$ cat src/rtl/servo_pkg.sv
// Shared definitions for the servo waypoint sequencer: level width, default clamp and FSM states.
package servo_pkg;

   localparam int unsigned LEVEL_W       = 10;
   localparam int unsigned LEVEL_MAX_DEF = 1000;

   typedef enum logic [1:0] {
      ST_IDLE   = 2'd0,
      ST_LOAD   = 2'd1,
      ST_DWELL  = 2'd2,
      ST_MANUAL = 2'd3
   } state_t;

   // Saturate a requested level at the legal maximum.
   function automatic logic [LEVEL_W-1:0] clamp_level(input logic [LEVEL_W-1:0] lvl,
                                                      input logic [LEVEL_W-1:0] lim);
      return (lvl > lim) ? lim : lvl;
   endfunction

endpackage

$ cat src/rtl/servo_wp_table.sv
// Waypoint register file: clamped synchronous write, cleared on reset, asynchronous read.
module servo_wp_table
   import servo_pkg::*;
#(
   parameter  int unsigned NUM_WP    = 4,
   parameter  int unsigned LEVEL_MAX = LEVEL_MAX_DEF,
   localparam int unsigned IDX_W     = $clog2(NUM_WP)
) (
   input  logic               clk,
   input  logic               rst,
   input  logic               we,
   input  logic [IDX_W-1:0]   addr,
   input  logic [LEVEL_W-1:0] data,
   input  logic [IDX_W-1:0]   rd_idx,
   output logic [LEVEL_W-1:0] rd_data
);

   logic [LEVEL_W-1:0] mem [NUM_WP];

   always_ff @(posedge clk or negedge rst) begin
      if (!rst) begin
         mem <= '{default: '0};
      end else if (we) begin
         mem[addr] <= clamp_level(data, LEVEL_W'(LEVEL_MAX));
      end
   end

   assign rd_data = mem[rd_idx];

endmodule

$ cat src/rtl/servo_seq_ctrl.sv
// Servo waypoint sequencer: steps through a table of duty levels with a fixed dwell,
// with stop/abort, optional looping and a preempting manual override.
module servo_seq_ctrl
   import servo_pkg::*;
#(
   parameter  int unsigned NUM_WP      = 4,
   parameter  int unsigned DWELL_TICKS = 50_000_000,
   parameter  int unsigned LEVEL_MAX   = LEVEL_MAX_DEF,
   localparam int unsigned IDX_W       = $clog2(NUM_WP)
) (
   input  logic               clk,
   input  logic               rst,
   input  logic               start,
   input  logic               stop,
   input  logic               loop_en,
   input  logic               man_req,
   input  logic [LEVEL_W-1:0] man_level,
   input  logic               wp_we,
   input  logic [IDX_W-1:0]   wp_addr,
   input  logic [LEVEL_W-1:0] wp_data,
   output logic [LEVEL_W-1:0] duty_level,
   output logic               man_gnt,
   output logic               busy,
   output logic               seq_done,
   output logic [IDX_W-1:0]   cur_wp
);

   localparam int unsigned       CNT_W    = (DWELL_TICKS > 1) ? $clog2(DWELL_TICKS) : 1;
   localparam logic [CNT_W-1:0]  CNT_LAST = CNT_W'(DWELL_TICKS - 1);
   localparam logic [IDX_W-1:0]  IDX_LAST = IDX_W'(NUM_WP - 1);

   state_t             state, state_nxt;
   logic [IDX_W-1:0]   idx, idx_nxt;
   logic [CNT_W-1:0]   dwell_cnt, cnt_nxt;
   logic [LEVEL_W-1:0] duty_nxt;
   logic [LEVEL_W-1:0] wp_rd;
   logic               done_nxt;
   logic               dwell_end;

   servo_wp_table #(
      .NUM_WP    (NUM_WP),
      .LEVEL_MAX (LEVEL_MAX)
   ) u_wp_table (
      .clk     (clk),
      .rst     (rst),
      .we      (wp_we),
      .addr    (wp_addr),
      .data    (wp_data),
      .rd_idx  (idx),
      .rd_data (wp_rd)
   );

   assign dwell_end = (dwell_cnt == CNT_LAST);
   assign cur_wp    = idx;

   always_ff @(posedge clk or negedge rst) begin
      if (!rst) begin
         state      <= ST_IDLE;
         idx        <= '0;
         dwell_cnt  <= '0;
         duty_level <= '0;
         man_gnt    <= 1'b0;
         busy       <= 1'b0;
         seq_done   <= 1'b0;
      end else begin
         state      <= state_nxt;
         idx        <= idx_nxt;
         dwell_cnt  <= cnt_nxt;
         duty_level <= duty_nxt;
         man_gnt    <= (state_nxt == ST_MANUAL);
         busy       <= (state_nxt == ST_LOAD) || (state_nxt == ST_DWELL);
         seq_done   <= done_nxt;
      end
   end

   // Manual request outranks stop, which outranks dwell expiry.
   always_comb begin
      state_nxt = state;
      idx_nxt   = idx;
      cnt_nxt   = dwell_cnt;
      duty_nxt  = duty_level;
      done_nxt  = 1'b0;

      case (state)
         ST_IDLE: begin
            if (man_req) begin
               state_nxt = ST_MANUAL;
            end else if (start) begin
               state_nxt = ST_LOAD;
               idx_nxt   = '0;
            end
         end
         ST_LOAD: begin
            if (man_req) begin
               state_nxt = ST_MANUAL;
               idx_nxt   = '0;
            end else if (stop) begin
               state_nxt = ST_IDLE;
               idx_nxt   = '0;
            end else begin
               duty_nxt  = wp_rd;
               cnt_nxt   = '0;
               state_nxt = ST_DWELL;
            end
         end
         ST_DWELL: begin
            if (man_req) begin
               state_nxt = ST_MANUAL;
               idx_nxt   = '0;
            end else if (stop) begin
               state_nxt = ST_IDLE;
               idx_nxt   = '0;
            end else if (dwell_end) begin
               if (idx != IDX_LAST) begin
                  idx_nxt   = idx + IDX_W'(1);
                  state_nxt = ST_LOAD;
               end else if (loop_en) begin
                  idx_nxt   = '0;
                  state_nxt = ST_LOAD;
               end else begin
                  state_nxt = ST_IDLE;
                  done_nxt  = 1'b1;
               end
            end else begin
               cnt_nxt = dwell_cnt + CNT_W'(1);
            end
         end
         ST_MANUAL: begin
            if (!man_req) begin
               state_nxt = ST_IDLE;
            end
         end
         default: begin
            state_nxt = ST_IDLE;
         end
      endcase

      // The manual level is tracked on entry to and every cycle within MANUAL.
      if (state_nxt == ST_MANUAL) begin
         duty_nxt = clamp_level(man_level, LEVEL_W'(LEVEL_MAX));
      end
   end

endmodule

$ cat config.mk
export PLATFORM = sky130hd
export DESIGN_NAME = servo_seq_ctrl
export DESIGN_NICKNAME = d
export VERILOG_FILES = /design/src/rtl/servo_pkg.sv /design/src/rtl/servo_wp_table.sv /design/src/rtl/servo_seq_ctrl.sv
export SDC_FILE = /design/constraint.sdc
export NUM_CORES = 1
export LEC_CHECK = 0
export CELL_PAD_IN_SITES_DETAIL_PLACEMENT = 0
export CELL_PAD_IN_SITES_GLOBAL_PLACEMENT = 1
export CORE_MARGIN = 2
export CORE_UTILIZATION = 35
export CTS_BUF_LIST = sky130_fd_sc_hd__clkbuf_2
export DETAILED_ROUTE_END_ITERATION = 12
export GPL_TIMING_DRIVEN = 0
export PLACE_DENSITY_LB_ADDON = 0.08
export SYNTH_ARGS = -nofsm -noshare
export SYNTH_HDL_FRONTEND = slang
export SYNTH_SLANG_ARGS = --single-unit
$ cat constraint.sdc
create_clock -name clk -period 2.88 [get_ports clk]
set_clock_uncertainty 0.1 [all_clocks]
set_input_delay 0.576 -clock clk [delete_from_list [all_inputs] [get_ports clk]]
set_output_delay 0.576 -clock clk [all_outputs]
set_load 0.02 [all_outputs]
Yosys cells after proc, flatten, opt, wreduce, memory -nomap -nowiden
Cells that the tools add are included.
Word-level totals
  register bits after elaboration: 83
  input port bits: 29
  output and inout bits: 15
  logic and storage cells: 94
Operators by class
  $add $sub $neg: 2
  $lt $le $gt $ge: 5
  equal/unequal tests: 20
  muxes and demuxes: 45
  bitwise operators: 2
  reduce and logical (&&, ||, !) cells: 9
Operator list (number)
  two-way mux 26 bit: 5
  two-way mux 10 bit: 9
  case mux 26 bit (2 select lines): 1
  bitwise mux 40 bit: 1
  two-way mux 2 bit: 17
  adder 26 x 1 -> 26 bit (second input constant): 1
  equality test 26 bit (second input constant): 1
  binary-select mux 10 bit (select 2 bit): 1
  demux 10 bit (select 2 bit): 1
  > comparator 10 bit (second input constant): 2
  != test 2 bit (second input constant): 8
  AND reduction 6 bit: 2
  equality test 2 bit (second input constant): 4
  two-way mux 1 bit: 8
  case mux 2 bit (4 select lines): 1
  greater-or-equal comparator 3 bit (second input constant): 2
  NOT 2 -> 3 bit: 2
  case mux 2 bit (3 select lines): 1
  != test 5 bit (second input constant): 1
  equality test 2 x 1 -> 1 bit (second input constant): 2
  != test 2 x 1 -> 1 bit (second input constant): 2
  != test 4 bit (second input constant): 1
  nonzero test 2 bit: 2
  < comparator 3 x 1 -> 1 bit (second input constant): 1
  other kinds (7): 7

Depth between registers and ports, before layout
  depth in word-level cells: 9
  gate-level depth with buffers: 11

By module
A second synthesis with hierarchy kept.
Second synthesis, totals
  cell total of the unflattened synthesis: 384
  area, all modules: 4187.8 µm²
Modules (own cells, without submodules)
  servo_seq_ctrl: times used 1, cells each 245, area an instance 2382.3 µm², seq. area each 1076.0 µm²
  servo_wp_table: times used 1, cells each 139, area an instance 1805.5 µm², seq. area each 1001.0 µm²

Worst setup path before layout
No wires, ideal clock.
  path type: register to register
  start: reg dwell_cnt[0]
  end: reg duty_level[9]
  arrival: 2318 ps
  required time: 2643 ps
  setup slack: 325 ps
  stages on the path, launching flop included: 10
  clock period less this slack: 2555 ps
  path through: dfrtp_1 -> ha_1 -> and3_1 -> nand3_1 -> nor2_1 -> clkbuf_1 -> o311ai_0 -> ha_1 -> clkbuf_1 -> o21ai_0
On the way
  word-level cells in the longest chain between the ends: 8
  elaborated cells on any way between the ends: 11
  those cells by class: eq/ne (4); mux (5); reduce/logical (2)
RTL lines
  from (decl): RTL line servo_seq_ctrl.sv:34  | logic [CNT_W-1:0] dwell_cnt, cnt_nxt;
  from (signal assigned): RTL line servo_seq_ctrl.sv:68  | dwell_cnt <= cnt_nxt;
  equality test 26 bit *: RTL line servo_seq_ctrl.sv:53  | assign dwell_end = (dwell_cnt == CNT_LAST);
  two-way mux 2 bit *: RTL line servo_seq_ctrl.sv:113  | end else if (dwell_end) begin
  two-way mux 2 bit *: RTL line servo_seq_ctrl.sv:110  | end else if (stop) begin
  two-way mux 2 bit *: RTL line servo_seq_ctrl.sv:107  | if (man_req) begin
  case mux 2 bit (4 select lines) *: RTL line servo_seq_ctrl.sv:84  | case (state)
  via state_nxt[0]: RTL line servo_seq_ctrl.sv:32  | state_t state, state_nxt;
  equality test 2 bit *: RTL line servo_seq_ctrl.sv:139  | if (state_nxt == ST_MANUAL) begin
  != test 2 x 1 -> 1 bit (no line) / nonzero test 2 bit (equally long branches)
  AND reduction 3 bit (no line)
  to (signal assigned): RTL line servo_seq_ctrl.sv:69  | duty_level <= duty_nxt;
  to (decl): RTL line servo_seq_ctrl.sv:21  | output logic [LEVEL_W-1:0] duty_level,
The timed path passes the listed nets; every way through them passes the cells marked *.
A chain may end at the register's enable or synchronous reset.

Final worst setup path
  start: reg dwell_cnt[1]
  end: reg duty_level[6]
The elaborated chain is that of the path after synthesis.

==> flow_summary.ini <==
[sta]
max-slew-margin-rel_pct = 47.1
finalSetupViolations = 0
post-route-min-period_ps = 2680
period_share_pct = 93.2
tns_ps = 0
rsz0062_at_grt = no
fmax_ghz = 0.373
worst_pin_slew_ps = 788
setup_slack_ps = 197
maxSlewViolCount = 0
hold_viol_final = 0

[global_routing]
overflow = 0
gr-usage-all-layers_pct = 17.3
use_met1_pct = 22.0
gr-usage-met3_pct = 4.61
grt_max_degree = 44
met2_usage_pct = 29.0
antenna_found_initial = 0
grt_pass1_wl_mm = 16.8
grt.busiest_layer = met2
grt_pass1_vias = 3199

[floorplan]
start_util_pct = 36.1
ios = 44
fp.coreArea_um2 = 11500
rows = 39
die_h_um = 113
die_w_um = 113
die-area_um2 = 12800

[synthesis]
synth_fp_nets = 427
postSynthCellCount = 391
synth_top_area_share_pct = 50.0
synthArstFlopShare_pct = 100
synth_common_cells = dfrtp_1, nand2_1, o21ai_0
synth_flop_cell = dfrtp_1
yosys-top-cells-area = dfrtp_1, mux4_2, nand2_1
ys_seq_elements = 83
syn_area_um2 = 4150
netlist-cell-type-count = 48
yosysSeqAreaShare_pct = 50.0
synth_edf_count = 0
syn_area_per_cell_um2 = 10.6
synth_area_leader_cell = dfrtp_1
yosys_warnings = 0
yosysMostFrequentCell = dfrtp_1

[clock_network]
clockBufferDepth = 2
clkSinkCount = 83
clk_pin_slew_ps = 260
clkLatencyLatePin_ps = 600
cts_buffers = 9
cts_tree = built
h-tree-depth = 3
root_buffer = clkbuf_2

[status]
outcome = complete, no violations

[finish]
nNetsFinal = 487
antenna-diode-count = 0
finalNonFillerCells = 599
area_growth_pct = 20.0
fin_area_um2 = 4980
fillers = 1143
drive_gt1_share_pct = 13.6

[setup_path]
crit_type = register to register
endpoint_kind = register
reg2reg_from = dwell_cnt[1]
r2r_setup_slack_ps = 200
critPathArrivalTime_ps = 3100
timing.rr.end = duty_level[6]
rr_worst_depth = 11
critPathRequiredTime_ps = 3300
crit_path_max_fanout = 10
startpoint_type = register

[min_path]
hold_class = input port to asynchronous set/reset pin

[drt]
drt_pass1_iterations = 4
via_per_inst = 5.24
drt.antenna.violating_nets = 0
wl_per_cell_um = 17.2
drc = 0
drt_iter0_drc = 121
wl_mm = 10.3
num_vias = 3140

[place]
place_congestion = 0.768
placed_cells = 577
hpwlAfterDp_mm = 7.24
place_ws_ps = -499
port-buffer-count = 42
place_area_um2 = 4780

[pwr]
combPwrFrac_pct = 32.6
peakVddDrop_uv = 354
p_leak_nw = 2.07
sequentialPowerShare_pct = 45.0
p_per_area_nw_per_um2 = 673
clkPwrFrac_pct = 22.3
intPower_w = 0.00217
p_sw_share_pct = 35.2
finalPower_w = 0.00335
power_switching_w = 0.00118

[run]
maxCapViolations = 0
==> routing by layer <==
| layer | part of all wire, % | up-vias |
|---|---|---|
| met3 | 3.1 | 9 |
| met1 | 46 | 1529 |
| met2 | 49 | 46 |
| li1 | - | 1556 |
| met4 | 1.1 | 0 |
| met5 | 0 | - |
==> stage by stage <==
step,hold WS (ps),utilization [%]
3_5_place_dp,367,41.5
6_report,370,43.3
5_1_grt,351,43.3
4_1_cts,326,43.1
3_3_place_gp,360,41.3
2_1_floorplan,180,-
==> cell usage in the layout, fill, tap and decap left out, types with 9 or more instances in the layout <==
cell | Yosys | layout
nor2_1 | 19 | 19
o21ai_0 | 37 | 36
mux2_2 | 15 | 15
dfrtp_1 | 83 | 83
mux4_2 | 10 | 10
or3_1 | 12 | 12
mux2i_1 | 9 | 9
clkdlybuf4s50_1 | 0 | 41
nand3_1 | 12 | 12
nand2_1 | 54 | 54
a21oi_1 | 18 | 18
clkbuf_2 | 0 | 10
clkbuf_1 | 11 | 9
==> logic make-up after synthesis <==
| logic type | synth area share (%) |
|---|---|
| compound gates | 11.2 |
| buf+inv | 2.68 |
| mux | 13.3 |
| fa+ha+maj | 2.11 |
| simple gates | 18.8 |
| flops | 50.0 |
| xor+xnor | 1.90 |
==> area by class of cell <==
type / count / area, um2 / area share (%)
Sequential cell: 83 / 2080 / 41.7
Inverter: 7 / 26.3 / 0.527
Clock buffer: 9 / 45.0 / 0.904
Clock inverter: 7 / 97.6 / 1.96
Multi-Input combinational cell: 285 / 1980 / 39.6
Timing Repair Buffer: 49 / 495 / 9.94
Tap cell: 143 / 179 / 3.59
Buffer: 16 / 87.6 / 1.76
==> sequential cells by signal, summed over array words and instances (netlist names) <==
signal,count
cur_wp,2
seq_done,1
state,2
duty_level,10
u_wp_table.mem,40
man_gnt,1
busy,1
dwell_cnt,26
==> power by group through the flow <==
| stage | clock [W] | sequential, W | combinational [W] |
|---|---|---|---|
| 5_1_grt | 0.000829 | 0.00154 | 0.00123 |
| 6_report | 0.000749 | 0.00151 | 0.00109 |
| 4_1_cts | 0.000789 | 0.00151 | 0.00111 |
| 2_1_floorplan | 0 | 0.00160 | 0.000559 |
| 3_3_place_gp | 0 | 0.00154 | 0.00104 |
| 3_5_place_dp | 0 | 0.00154 | 0.00105 |
==> worst max-delay path by stage <==
| stage | from | to | slack (ps) | depth (start not counted) |
|---|---|---|---|---|
| 6_report | dwell_cnt[1] | duty_level[6] | 200 | 11 |
| 3_5_place_dp | dwell_cnt[0] | duty_level[9] | -500 | 10 |
| 5_1_grt | dwell_cnt[1] | duty_level[5] | 20 | 11 |
| 2_1_floorplan | dwell_cnt[0] | duty_level[9] | 330 | 9 |
| 4_1_cts | dwell_cnt[1] | duty_level[3] | 40 | 10 |
| 3_3_place_gp | rst | u_wp_table.mem[16] | -2120 | 1 |
==> timing repair <==
action,4_1_cts,5_1_grt
pin swaps,1,1
hold buffers,2,0
setup endpoints to repair,10,9
buffers inserted,3,1
endpoints found under the hold margin,41,0
resized for setup,4,4
==> worst max-delay path, cell delays in order, from the launching register on <==
cell and delay [ps]:
dfrtp_1 460, ha_2 260, and3_1 190, nand3_1 190
nor2_1 220, buf_2 250, nand3_1 100, o311ai_1 120
ha_2 290, clkbuf_2 260, nand2_1 80, o21ai_0 80
No activity file was read; power rests on OpenSTA's default activity.
